<file path="src/rtl/frame_scheduler_if.sv">
// Frame scheduler bus: frame enable, vsync, drawer start/done handshake, clear write port and status.
// master: the scheduler (drives start, clear port, buffer select and status).
// slave: video timing / world drawer / framebuffer write mux side.
interface frame_scheduler_if #(
  parameter int FB_ADDR_BITS    = 16,
  parameter int DEPTH_BIT_WIDTH = 16,
  parameter int FB_BIT_WIDTH    = 100
);
  logic                       frame_en;
  logic                       vsync_in;
  logic                       draw_start;
  logic                       draw_done;
  logic                       clear_we;
  logic [FB_ADDR_BITS-1:0]    clear_addr;
  logic [DEPTH_BIT_WIDTH-1:0] clear_depth;
  logic [FB_BIT_WIDTH-1:0]    clear_color;
  logic                       buffer_sel;
  logic                       busy;
  logic                       overrun;
  logic [15:0]                frame_count;
  logic [31:0]                render_cycles;

  modport master (
    input  frame_en, vsync_in, draw_done,
    output draw_start, clear_we, clear_addr, clear_depth, clear_color,
           buffer_sel, busy, overrun, frame_count, render_cycles
  );

  modport slave (
    output frame_en, vsync_in, draw_done,
    input  draw_start, clear_we, clear_addr, clear_depth, clear_color,
           buffer_sel, busy, overrun, frame_count, render_cycles
  );
endinterface

</file>
<file path="src/rtl/frame_scheduler.sv">
// Purpose: per-frame sequencer for a double-buffered framebuffer: clear back buffer, run drawer, swap on vsync.
// Latency: clear takes FB_WIDTH*FB_HEIGHT cycles; swap lands the cycle after draw_done/vsync rise, whichever is later.
// Backpressure: none; drawer is a start/done handshake, a vsync edge missed while rendering sets sticky overrun.
// Ports: clk_in, rst_in_n (async active-low, released through a 2-flop synchroniser);
//        bus (frame_scheduler_if.master): frame_en, vsync_in, draw_done in; draw_start, clear_we/addr/depth/color,
//        buffer_sel, busy, overrun, frame_count, render_cycles out.
// Optional: define FRAME_SCHEDULER_PERF_EN to build the draw-time counter behind render_cycles (otherwise 0).
module frame_scheduler #(
  parameter int                      FB_WIDTH        = 320,
  parameter int                      FB_HEIGHT       = 180,
  parameter int                      FB_ADDR_BITS    = 16,
  parameter int                      DEPTH_BIT_WIDTH = 16,
  parameter int                      FB_BIT_WIDTH    = 100,
  parameter logic [FB_BIT_WIDTH-1:0] CLEAR_COLOR     = '0
) (
  input  logic                clk_in,
  input  logic                rst_in_n,
  frame_scheduler_if.master   bus
);

  localparam int unsigned FB_WORDS = FB_WIDTH * FB_HEIGHT;
  localparam logic [FB_ADDR_BITS-1:0] LAST_ADDR = FB_ADDR_BITS'(FB_WORDS - 1);

  typedef enum logic [2:0] {
    ST_IDLE,
    ST_CLEAR,
    ST_DRAW,
    ST_WAIT_VSYNC,
    ST_SWAP
  } state_t;

  // Reset asserts immediately, releases two clock edges after rst_in_n rises.
  logic [1:0] rst_sync;
  logic       rst_n;

  always_ff @(posedge clk_in or negedge rst_in_n) begin
    if (!rst_in_n) begin
      rst_sync <= 2'b00;
    end else begin
      rst_sync <= {rst_sync[0], 1'b1};
    end
  end

  assign rst_n = rst_sync[1];

  state_t                  state_q, state_d;
  logic                    vsync_q;
  logic [FB_ADDR_BITS-1:0] clear_addr_q;
  logic                    draw_first_q;
  logic                    buffer_sel_q;
  logic                    overrun_q;
  logic [15:0]             frame_count_q;

  logic vs_rise;
  logic in_clear;
  logic in_draw;
  logic clear_last;
  logic done_ok;

  assign vs_rise    = bus.vsync_in & ~vsync_q;
  assign in_clear   = (state_q == ST_CLEAR);
  assign in_draw    = (state_q == ST_DRAW);
  assign clear_last = (clear_addr_q == LAST_ADDR);
  // draw_done is not honoured on the cycle draw_start is issued.
  assign done_ok    = in_draw & ~draw_first_q & bus.draw_done;

  always_ff @(posedge clk_in or negedge rst_n) begin
    if (!rst_n) begin
      state_q <= ST_IDLE;
    end else begin
      state_q <= state_d;
    end
  end

  always_comb begin
    state_d = state_q;
    case (state_q)
      ST_IDLE:       if (bus.frame_en) state_d = ST_CLEAR;
      ST_CLEAR:      if (clear_last) state_d = ST_DRAW;
      ST_DRAW:       if (done_ok) state_d = vs_rise ? ST_SWAP : ST_WAIT_VSYNC;
      ST_WAIT_VSYNC: if (vs_rise) state_d = ST_SWAP;
      ST_SWAP:       state_d = bus.frame_en ? ST_CLEAR : ST_IDLE;
      default:       state_d = ST_IDLE;
    endcase
  end

  always_ff @(posedge clk_in or negedge rst_n) begin
    if (!rst_n) begin
      vsync_q       <= 1'b0;
      clear_addr_q  <= '0;
      draw_first_q  <= 1'b0;
      buffer_sel_q  <= 1'b0;
      overrun_q     <= 1'b0;
      frame_count_q <= '0;
    end else begin
      vsync_q <= bus.vsync_in;
      // Address parks at 0 outside CLEAR so every clear pass starts from word 0.
      clear_addr_q <= (in_clear && !clear_last) ? clear_addr_q + FB_ADDR_BITS'(1) : '0;
      draw_first_q <= in_clear && clear_last;
      if (state_q == ST_SWAP) begin
        buffer_sel_q  <= ~buffer_sel_q;
        frame_count_q <= frame_count_q + 16'd1;
      end
      if (vs_rise && (in_clear || (in_draw && !done_ok))) begin
        overrun_q <= 1'b1;
      end
    end
  end

  assign bus.draw_start  = in_draw & draw_first_q;
  assign bus.clear_we    = in_clear;
  assign bus.clear_addr  = clear_addr_q;
  assign bus.clear_depth = '1;
  assign bus.clear_color = CLEAR_COLOR;
  assign bus.buffer_sel  = buffer_sel_q;
  assign bus.busy        = (state_q != ST_IDLE);
  assign bus.overrun     = overrun_q;
  assign bus.frame_count = frame_count_q;

`ifdef FRAME_SCHEDULER_PERF_EN
  logic [31:0] perf_cnt_q;
  logic [31:0] render_cycles_q;

  function automatic logic [31:0] sat_inc(input logic [31:0] v);
    return (&v) ? v : v + 32'd1;
  endfunction

  always_ff @(posedge clk_in or negedge rst_n) begin
    if (!rst_n) begin
      perf_cnt_q      <= '0;
      render_cycles_q <= '0;
    end else begin
      if (bus.draw_start) begin
        perf_cnt_q <= '0;
      end else if (in_draw) begin
        perf_cnt_q <= sat_inc(perf_cnt_q);
      end
      // Counter lags one cycle behind the draw_start cycle, hence the +1.
      if (done_ok) begin
        render_cycles_q <= sat_inc(perf_cnt_q);
      end
    end
  end

  assign bus.render_cycles = render_cycles_q;
`else
  assign bus.render_cycles = 32'd0;
`endif

endmodule
</file>
<file path="src/flat_wrapper.sv">
// flat-port wrapper written by rule: the top's interface ports become plain ports
module frame_scheduler_flat 
#(
  parameter int                      FB_WIDTH        = 320,
  parameter int                      FB_HEIGHT       = 180,
  parameter int                      FB_ADDR_BITS    = 16,
  parameter int                      DEPTH_BIT_WIDTH = 16,
  parameter int                      FB_BIT_WIDTH    = 100,
  parameter logic [FB_BIT_WIDTH-1:0] CLEAR_COLOR     = '0
)
  (clk_in, rst_in_n, bus_frame_en, bus_vsync_in, bus_draw_done, bus_draw_start, bus_clear_we, bus_clear_addr, bus_clear_depth, bus_clear_color, bus_buffer_sel, bus_busy, bus_overrun, bus_frame_count, bus_render_cycles);
  frame_scheduler_if #(.FB_ADDR_BITS(FB_ADDR_BITS), .DEPTH_BIT_WIDTH(DEPTH_BIT_WIDTH), .FB_BIT_WIDTH(FB_BIT_WIDTH)) bus_i ();
  input  logic clk_in;
  input  logic rst_in_n;
  input wire logic [$bits(bus_i.frame_en)-1:0] bus_frame_en;
  input wire logic [$bits(bus_i.vsync_in)-1:0] bus_vsync_in;
  input wire logic [$bits(bus_i.draw_done)-1:0] bus_draw_done;
  output wire logic [$bits(bus_i.draw_start)-1:0] bus_draw_start;
  output wire logic [$bits(bus_i.clear_we)-1:0] bus_clear_we;
  output wire logic [$bits(bus_i.clear_addr)-1:0] bus_clear_addr;
  output wire logic [$bits(bus_i.clear_depth)-1:0] bus_clear_depth;
  output wire logic [$bits(bus_i.clear_color)-1:0] bus_clear_color;
  output wire logic [$bits(bus_i.buffer_sel)-1:0] bus_buffer_sel;
  output wire logic [$bits(bus_i.busy)-1:0] bus_busy;
  output wire logic [$bits(bus_i.overrun)-1:0] bus_overrun;
  output wire logic [$bits(bus_i.frame_count)-1:0] bus_frame_count;
  output wire logic [$bits(bus_i.render_cycles)-1:0] bus_render_cycles;
  assign bus_i.frame_en = bus_frame_en;
  assign bus_i.vsync_in = bus_vsync_in;
  assign bus_i.draw_done = bus_draw_done;
  assign bus_draw_start = bus_i.draw_start;
  assign bus_clear_we = bus_i.clear_we;
  assign bus_clear_addr = bus_i.clear_addr;
  assign bus_clear_depth = bus_i.clear_depth;
  assign bus_clear_color = bus_i.clear_color;
  assign bus_buffer_sel = bus_i.buffer_sel;
  assign bus_busy = bus_i.busy;
  assign bus_overrun = bus_i.overrun;
  assign bus_frame_count = bus_i.frame_count;
  assign bus_render_cycles = bus_i.render_cycles;
  frame_scheduler #(.FB_WIDTH(FB_WIDTH), .FB_HEIGHT(FB_HEIGHT), .FB_ADDR_BITS(FB_ADDR_BITS), .DEPTH_BIT_WIDTH(DEPTH_BIT_WIDTH), .FB_BIT_WIDTH(FB_BIT_WIDTH), .CLEAR_COLOR(CLEAR_COLOR)) u_core (.clk_in(clk_in), .rst_in_n(rst_in_n), .bus(bus_i));
endmodule
</file>
<file path="config.mk">
export PLATFORM = sky130hd
export DESIGN_NAME = frame_scheduler_flat
export DESIGN_NICKNAME = d
export VERILOG_FILES = /design/src/rtl/frame_scheduler_if.sv /design/src/rtl/frame_scheduler.sv /design/src/flat_wrapper.sv
export SDC_FILE = /design/constraint.sdc
export NUM_CORES = 1
export LEC_CHECK = 0
export BUFFER_PORTS_ARGS = -buffer_cell sky130_fd_sc_hd__buf_2
export CAP_MARGIN = 25
export CORE_ASPECT_RATIO = 1.25
export CORE_MARGIN = 10
export CORE_UTILIZATION = 25
export CTS_CLUSTER_DIAMETER = 40
export CTS_CLUSTER_SIZE = 30
export DETAILED_ROUTE_END_ITERATION = 7
export GPL_TIMING_DRIVEN = 0
export PLACE_DENSITY = 0.54
export SYNTH_ARGS = -nofsm -noshare
export SYNTH_HDL_FRONTEND = slang
export SYNTH_SLANG_ARGS = --single-unit
</file>
<file path="constraint.sdc">
create_clock -name clk_in -period 1.5 [get_ports clk_in]
set_clock_uncertainty 0.05 [all_clocks]
set_input_delay 0.15 -clock clk_in [delete_from_list [all_inputs] [get_ports clk_in]]
set_output_delay 0.15 -clock clk_in [all_outputs]
set_load 0.005 [all_outputs]
</file>
* After elaboration in Yosys (flattened, before gate mapping)
Cells that the tools add are included.
** Storage, ports and cells
- Register bits :: 41
- Bits of input ports :: 5
- Output and inout port bits :: 185
- Word-level logic and storage cells :: 44
** Operators by class
- Add/sub/neg operators :: 2
- Equality and inequality tests :: 9
- Multiplexer cells :: 8
- Bitwise operators :: 7
- Reductions and logical operators :: 10
** Operator list (number)
- $add 16x1->16 const B :: 2
- $eq 16x16->1 const B :: 1
- $mux 16 :: 1
- $mux 3 :: 5
- $pmux 3 s5 :: 1
- $eq 3x2->1 const B :: 2
- $ne 2x2->1 const B :: 3
- $and 1x1->1 :: 4
- $logic_and 1x1->1 :: 4
- $reduce_and 4->1 :: 1
- $eq 3x1->1 const B :: 1
- $eq 3x3->1 const B :: 1
- $logic_not 3->1 :: 1
- $not 1->1 :: 3
- $reduce_bool 3->1 :: 1
- $logic_not 1->1 :: 2
- $ne 2x1->1 const B :: 1
- $logic_or 1x1->1 :: 1
- $mux 1 :: 1

* Logic depth before layout (Yosys ltp)
Gate-level depths: netlist of the first run.
- Depth in word-level cells :: 7
- Mapped depth :: 6
- Mapped depth without buffers :: 5

* Worst setup path after synthesis of the first run
No wires, ideal clock.
- Kind :: reg2reg
- Start :: reg u_core.clear_addr_q[11], in the netlist u_core.bus.clear_addr[11]
- End :: reg u_core.clear_addr_q[12], in the netlist u_core.bus.clear_addr[12]
- Library setup time :: 0.119 ns
- Arrival time :: 1.569 ns
- Required time :: 1.331 ns
- Path slack :: -0.238 ns
- Stages on the path, launching flop included :: 6
- Path buffers :: 1
- Period minus slack after synthesis :: 1.738 ns
- Cells stage by stage :: dfrtp_1 > or4b_4 > nor4_4 > nand2b_4 > buf_6 > nor2_1
** On the way
- Cells in the longest elaborated chain, start to end :: 4
- Elaborated cells on any way between the ends :: 5
- Those cells by class :: add/sub (1); eq/ne (1); mux (1); reduce/logical (2)
** Ends and longest elaborated chain
- start: declaration :: line frame_scheduler.sv:48 : logic [FB_ADDR_BITS-1:0] clear_addr_q;
- start signal: assignment :: line frame_scheduler.sv:98 : clear_addr_q <= (in_clear && !clear_last) ? clear_addr_q + FB_ADDR_BITS'(1) : '0;
- parallel branches: the longest is 3 deep, another holds $add 16x1->16
- $mux 16 * :: line frame_scheduler.sv:98
Mark *: on every way between the ends.
A chain may end at the register's enable or synchronous reset.

* Worst setup path after layout of the first run
- Start :: reg u_core.clear_addr_q[11], in the netlist u_core.bus.clear_addr[11]
- End :: reg u_core.state_q[0]
** On the way
- Cells in the longest elaborated chain, start to end :: 3
** Ends and longest elaborated chain
- $eq 16x16->1 :: line frame_scheduler.sv:63 : assign clear_last = (clear_addr_q == LAST_ADDR);
- $ne 2x2->1 (no source line)
- $reduce_and 4->1 (no source line)
- end signal: assignment :: line frame_scheduler.sv:71 : state_q <= state_d;
- end: declaration :: line frame_scheduler.sv:46 : state_t state_q, state_d;
No other way between the ends.

==> summary.txt, run 1 <==
Final layout
  – Commonest non-fill, non-tap cell in the layout: buf_4
  – Finished Cell Area: around 4500 sq um
  – Final design utilization: 0.383
  – Fill cells: approximately 1200
  – # diodes: 0
  – Share of cells above drive strength 1: 0.495
  – Layout area overhead: 48.9%
  – Final-stage net count: around 550
  – Most frequent cells in the layout: buf_4 (162), conb_1 (149), buf_2 (40)
  – Final non-filler cell total: 700

Clock network
  – CTS root buf: clkbuf_16
  – Worst skew pair latency: 0.28 ns
  – Clk buf depth: 2
  – Num Clock Sinks: just over 40
  – CTS H-tree lvls: 2
  – Clock slew seen by the registers of the worst setup and hold paths: roughly 0.060 ns
  – CTS tree: built
  – Total CTS buffers: 5

Timing
  – Fin worst setup slack: -0.302 ns
  – RSZ-0062 raised after global routing: true
  – Setup violators final: 26
  – Slew Viols, Final: 0
  – Worst-Margin Slew: a little over 0.9 ns
  – Min Tclk post-route: roughly 1.8 ns
  – FMAX: 555 MHz
  – Final worst-path cycle share: 1.20
  – Final Hold Fails: 0
  – Slew margin rel.: 0.394

Die
  – Num rows: 44
  – Core ar.: between 10000 and 15000 sq um
  – Die Y: ~140 microns
  – IO Pins: 190
  – Die width: approximately 120 microns
  – Die area: 16900 sq um
  – Initial Utilization: 0.257

Place
  – Post-Place Cells: between 600 and 700
  – Placed Area: around 4000 sq um
  – GPL Wtd Cong: 0.739
  – Port-buffer cells: 41
  – Detailed Place HPWL: 6130 microns

Worst setup path
  – Worst Setup Path Type: register to register
  – WP data arrival: about 1.9 ns
  – Reg2reg start: u_core.bus.clear_addr[11]$_DFF_PN0_
  – Worst r2r dst: u_core.state_q[0]$_DFFE_PN0P_
  – Critical path launch point type: register
  – Max FO, Critical Path: 2
  – Worst Reg-to-Reg Cells: 5
  – Worst R2R Setup Slack: -0.30 ns
  – CP required: between 1.5 and 2 ns
  – Worst Setup End Kind: register

Logic synthesis
  – Yosys top cell area share: 0.368
  – Flops & latches, synth: 41
  – Largest cells by area after synthesis: buf_4 (37%), dfrtp_1 (34%), xnor2_1 (4.6%)
  – Cell taking the most area after synthesis: buf_4
  – Mapped Cells: 322
  – Cell Area, Synth: just over 3000 sq um
  – Synth cell types: 40
  – Sequential share of the synthesized area: 0.340
  – Synth warn: 0
  – Avg Cell Area, Syn: roughly 9.4 sq um

Min path
  – Worst Hold Class: input pin to async pin

Routing
  – Post-route ant nets: 0
  – Routed WL: between 7000 and 8000 microns
  – Routed WL per cell: around 11 microns
  – # DRC: 0
  – Via/cell ratio: about 3.4
  – Initial drt markers: 23
  – Via Count: 2355
  – TritonRoute pass-1 iters: 4

Power
  – Part of the power in registers: 0.440
  – Final total power: roughly 0.0026 W
  – Max VDD drop: 429 uV
  – Psw: around 0.0006 W
  – Comb power frac: 0.160
  – Switching Share: 0.234
  – Leak: 2.55 nW
  – Pwr dens: ~570 nW/um^2
  – P_int: a little under 0.002 W
  – Clock power share: 0.400

Global route
  – Initial antenna violation count: 0
  – Grt ovf: 0
  – GRT Total Usage: 0.0832
  – Number of global-route vias before repair: 2340
  – First-pass GRT wire length: 11800 microns
  – Largest net degree at the start of global routing: 40

Outcome
  – Status: finished, violations left
  – Failing checks: negative setup slack

Run
  – Max cap viols: 0
==> synth_stat cells <==
| cell | n |
|---|---|
| nor2b_1 | 1 |
| nor4b_2 | 1 |
| nor4_4 | 1 |
| mux2i_1 | 1 |
| or4b_4 | 1 |
| and2_1 | 3 |
| nor3_1 | 2 |
| buf_2 | 1 |
| o221ai_1 | 1 |
| nor4b_1 | 2 |
| nand2b_1 | 2 |
| and2_2 | 1 |
| buf_6 | 1 |
| or4bb_1 | 1 |
| inv_1 | 8 |
| buf_4 | 148 |
| nand2_1 | 8 |
| conb_1 | 2 |
| or3_1 | 3 |
| and4_1 | 1 |
| nor2_1 | 19 |
| a31o_2 | 1 |
| dfrtp_1 | 41 |
| ha_1 | 2 |
| o21ai_0 | 4 |
| nand2b_4 | 1 |
| nor3b_1 | 2 |
| xor2_1 | 12 |
| a21oi_1 | 4 |
| o21a_1 | 1 |
| nand3_1 | 9 |
| and3_1 | 3 |
| nand3_2 | 1 |
| mux2_2 | 1 |
| xnor2_1 | 16 |
| or2_2 | 2 |
| nand4_1 | 8 |
| a31oi_1 | 1 |
| nand4bb_1 | 1 |
| nor4_1 | 4 |
==> routing by layer <==
layer  up-vias  share of wire  track usage
li1       1177              -            -
met4         0         0.0040       0.0176
met2       127           0.48        0.137
met5         -              0            0
met1      1044           0.40       0.0953
met3         7           0.12       0.0418
==> worst max-delay path by stage <==
| stage | start | end | depth (start not counted) |
|---|---|---|---|
| final | u_core.bus.clear_addr[11]$_DFF_PN0_ | u_core.state_q[0]$_DFFE_PN0P_ | 5 |
| after CTS | u_core.bus.clear_addr[11]$_DFF_PN0_ | u_core.state_q[0]$_DFFE_PN0P_ | 5 |
| after floorplan | u_core.bus.clear_addr[10]$_DFF_PN0_ | u_core.bus.clear_addr[12]$_DFF_PN0_ | 5 |
| after global placement | u_core.bus.clear_addr[10]$_DFF_PN0_ | u_core.bus.clear_addr[14]$_DFF_PN0_ | 5 |
| after detailed placement | u_core.bus.clear_addr[0]$_DFF_PN0_ | u_core.bus.clear_addr[7]$_DFF_PN0_ | 6 |
| after global routing | u_core.bus.clear_addr[11]$_DFF_PN0_ | u_core.state_q[0]$_DFFE_PN0P_ | 5 |
==> power groups by stage <==
stage | Sequential [W] | Combinational, W | Clock (W)
2_1_floorplan | 0.00115 | 0.000365 | 0
3_3_place_gp | 0.00115 | 0.000372 | 0
3_5_place_dp | 0.00115 | 0.000373 | 0
4_1_cts | 0.00113 | 0.000377 | 0.00106
5_1_grt | 0.00113 | 0.000463 | 0.00110
6_report | 0.00113 | 0.000413 | 0.00103
==> cell families after synthesis <==
logic type / synth area share
muxes: 0.00705
and+or+nand+nor: 0.154
xor gates and xnor gates: 0.0813
adders and majority gates: 0.00829
other: 0.00249
DFF: 0.340
AOI/OAI and AO/OA: 0.0236
buffers and inverters: 0.383
==> area by class of cell <==
cell class | instances | area, sq um | area share
buffer | 149 | 1130 | 0.251
clock buffer | 6 | 129 | 0.0287
clock inverter | 2 | 10.0 | 0.00223
inverter | 8 | 32.5 | 0.00724
multi-input combinational | 270 | 1560 | 0.346
sequential | 41 | 1040 | 0.231
tap | 161 | 201 | 0.0448
timing repair buffer | 63 | 402 | 0.0894
==> worst max-delay path: stages (launching register included) <==
cell and delay (ns):
dfrtp_2 0.41, or4b_4 0.53, nor4_4 0.26, buf_4 0.17, o221ai_2 0.12, mux2i_1 0.14
==> repair_timing <==
item | in CTS | in global routing
pin swaps | 10 | 14
hold buffers | 2 | 0
setup endpoints to repair | 30 | 36
setup buffers | 6 | 13
gates cloned | 1 | 0
resized for setup | 17 | 42
endpoints found under the hold margin | 3 | 0
==> through the flow <==
| step | setup WS, ns | TNS [ns] | hold WS, ns |
|---|---|---|---|
| after CTS | -0.289 | -5.58 | 0.119 |
| after global routing | -0.370 | -6.70 | 0.174 |
| after global placement | -0.401 | -18.77 | -0.115 |
| final | -0.302 | -4.82 | 0.127 |
| after floorplan | -0.224 | -3.00 | -0.196 |
| after detailed placement | -0.388 | -6.38 | -0.113 |
==> registers in the layout, summed over array words and instances, names as in the netlist <==
register and count:
u_core.bus.buffer_sel 1, u_core.bus.clear_addr 16, u_core.bus.frame_count 16, u_core.bus.overrun 1, u_core.draw_first_q 1, u_core.rst_sync 2, u_core.state_q 3, u_core.vsync_q 1
No activity file was read; power rests on OpenSTA's default activity.
==> inputs of run 2 (changes only) <==
- CORE_ASPECT_RATIO: 1.25 -> not set
==> run 2 against run 1 <==
The run still ends with negative setup slack left. Worst setup slack improved by 0.051 ns. Clock power increased by 8%. Highest routed layer unchanged. Non-clock buffer count increased by 3. Global-route usage decreased by 0.54 points. Via count decreased by 2.7%. Utilization decreased by 0.57 points. Largest cell class is now non-clock buffers. Maximum frequency increased by 2.9%.
==> summary.txt, run 2 (synthesis results as in run 1) <==
Routing
  – # DRC: 0 (unchanged)
  – Via Count: 2292 (-2.7%)
  – Routed WL: 7360 microns (-5.4%)
  – TritonRoute pass-1 iters: 4 (unchanged)
  – Initial drt markers: 47 (+100%)
  – Post-route ant nets: 0 (unchanged)
  – Via/cell ratio: 3.33 (-1.1%)
  – Routed WL per cell: 10.7 microns (-3.9%)

Clock network
  – Clock slew seen by the registers of the worst setup and hold paths: 0.06 ns (about the same)
  – CTS H-tree lvls: 2 (unchanged)
  – CTS root buf: clkbuf_16
  – CTS tree: built
  – Clk buf depth: 2 (unchanged)
  – Num Clock Sinks: 41 (unchanged)
  – Worst skew pair latency: 0.27 ns (about the same)
  – Total CTS buffers: 5 (unchanged)

Worst setup path
  – Critical path's top delay family: simple AND/OR/NAND/NOR gates
  – Worst Setup Path Type: register to register
  – Crit path max-delay cell type: or4b_4
  – CP cell instances: or4b_4, nor4_4, buf_4, o221ai_2, mux2i_1
  – CP required: 1.60 ns (about the same)
  – Worst Setup End Kind: register
  – Critical path launch point type: register
  – Max FO, Critical Path: 2 (unchanged)
  – CP bufs+invs: 1 (unchanged)
  – Slowest stage delay, CP: 0.55 ns (+0.02 ns)
  – WP data arrival: 1.85 ns (-0.06 ns)

Final layout
  – Final-stage net count: 548 (+0.55%)
  – Layout area overhead: 49.0% (about the same)
  – # diodes: 0 (unchanged)
  – Final design utilization: 0.378 (-0.00575)
  – Commonest non-fill, non-tap cell in the layout: buf_4
  – Fill cells: 1195 (-2.4%)
  – Most frequent cells in the layout: buf_4 (165), conb_1 (149), buf_2 (40)
  – Share of cells above drive strength 1: 0.489 (-0.00643)
  – Finished Cell Area: 4500 sq um (about the same)

Timing
  – FMAX: 571 MHz (+2.9%)
  – Slew Viols, Final: 0 (unchanged)
  – Slew margin rel.: 0.406 (+0.0127)
  – Worst-Margin Slew: 0.890 ns (-0.0190 ns)
  – Final Hold Fails: 0 (unchanged)
  – Setup TNS: -3.81 ns (+1.01 ns)
  – Fin worst setup slack: -0.251 ns (+0.0510 ns)
  – Final worst-path cycle share: 1.17 (-0.0340)
  – RSZ-0062 raised after global routing: true
  – Setup violators final: 21 (-19%)
  – Min Tclk post-route: 1.75 ns (-0.0510 ns)

Global route
  – GR Util met2: 0.141 (+0.00405)
  – First-pass GRT wire length: 10600 microns (-9.7%)
  – GRT Total Usage: 0.0778 (-0.00543)
  – GR Layer Usage met1: 0.0750 (-0.0204)
  – Grt ovf: 0 (unchanged)
  – Largest net degree at the start of global routing: 40 (unchanged)
  – Initial antenna violation count: 0 (unchanged)
  – Busiest grt layer: met2
  – M3 GR Usage: 0.0454 (+0.00362)
  – Number of global-route vias before repair: 2157 (-7.8%)

Outcome
  – Status: finished, violations left
  – Failing checks: negative setup slack

Power
  – Pwr dens: 589 nW/um^2 (+2.9%)
  – P_int: 0.00207 W (+4.7%)
  – Comb power frac: 0.155 (-0.005)
  – Psw: 0.000585 W (-2.8%)
  – Clock power share: 0.418 (+0.018)
  – Leak: 2.57 nW (+0.87%)
  – Part of the power in registers: 0.427 (-0.013)
  – Max VDD drop: 323 uV (-25%)
  – Switching Share: 0.221 (-0.0131)

Die
  – Die Y: 130 microns (-9.1%)
  – Num rows: 40 (-9.1%)
  – Die area: 16900 sq um (-0.16%)
  – Die width: 130 microns (+9.8%)
  – Initial Utilization: 0.253 (-0.00400)
  – IO Pins: 190 (unchanged)
  – Core ar.: 11900 sq um (+1.6%)

Place
  – GPL Wtd Cong: 0.757 (+2.5%)
  – Port-buffer cells: 41 (unchanged)
  – Detailed Place HPWL: 6000 microns (-2.0%)
  – Placed Area: 3970 sq um (-0.44%)

Run
  – Max cap viols: 0 (unchanged)

Min path
  – Worst Hold Class: input pin to async pin
==> run 2: changes by cell type in the layout (fill, tap and decap cells not counted), sizes merged <==
cell    delta
buf        +4
clkinv     -1
==> run 2: cell type report <==
cell class                      count  area, sq um  share of cell area
Clock inverter                      1         5.00             0.00111
Multi-Input combinational cell    270         1530               0.341
Tap cell                          147          184              0.0409
Buffer                            149         1120               0.250
Clock buffer                        7          153              0.0339
Inverter                            8         32.5             0.00723
Timing Repair Buffer               66          435              0.0968
Sequential cell                    41         1030               0.230
==> run 2: power by group through the flow <==
stage	Combinational, W	Clock [W]	Sequential [W]
final	0.000410	0.00111	0.00113
after global routing	0.000460	0.00121	0.00114
after CTS	0.000376	0.00114	0.00113
after detailed placement	0.000372	0	0.00115
after global placement	0.000372	0	0.00115
after floorplan	0.000365	0	0.00115
==> run 2: worst paths after layout <==
check,end,cells after the start,startpoint,slack (ns)
worst max register to register,u_core.state_q[0]$_DFFE_PN0P_,5,u_core.bus.clear_addr[11]$_DFF_PN0_,-0.25
worst max-delay path,u_core.state_q[0]$_DFFE_PN0P_,5,u_core.bus.clear_addr[11]$_DFF_PN0_,-0.25
max in group asynchronous,u_core.state_q[2]$_DFFE_PN0P_,0,u_core.rst_sync[1]$_DFF_PN0_,0.44
worst min-delay path,u_core.rst_sync[0]$_DFF_PN0_,2,rst_in_n,0.14
min in group clk_in,u_core.state_q[2]$_DFFE_PN0P_,4,bus_draw_done,0.20
worst min register to register,u_core.rst_sync[1]$_DFF_PN0_,0,u_core.rst_sync[0]$_DFF_PN0_,0.30
==> run 2: metrics by stage <==
stage                     hold slack (ns)  setup slack (ns)  std cells  power (W)
final                               0.144            -0.251        689    0.00265
after global routing                0.147            -0.340        689    0.00280
after CTS                           0.127            -0.256        682    0.00265
after detailed placement           -0.111            -0.442        657    0.00153
after global placement             -0.114            -0.450        657    0.00152
after floorplan                    -0.196            -0.224        469    0.00151
==> run 2: layer usage <==
metal / wire length (microns) / up-vias
met3: 1120 / 5
met5: 0 / -
met4: 34 / 0
met1: 2520 / 995
met2: 3690 / 104
li1: - / 1188
==> run 2: repair_timing <==
action / 4_1_cts / 5_1_grt
hold buffers: 2 / 0
gates cloned: 1 / 0
setup buffers: 15 / 7
endpoints found under the setup margin: 32 / 36
pin swaps: 17 / 14
gates resized for setup: 20 / 28
hold endpoints to repair: 3 / 0
==> run 2: worst register-to-register path, cell delays in order (launching register included) <==
cell and delay, ns:
dfrtp_1 0.37, or4b_4 0.55, nor4_4 0.24, buf_4 0.17, o221ai_2 0.10, mux2i_1 0.15
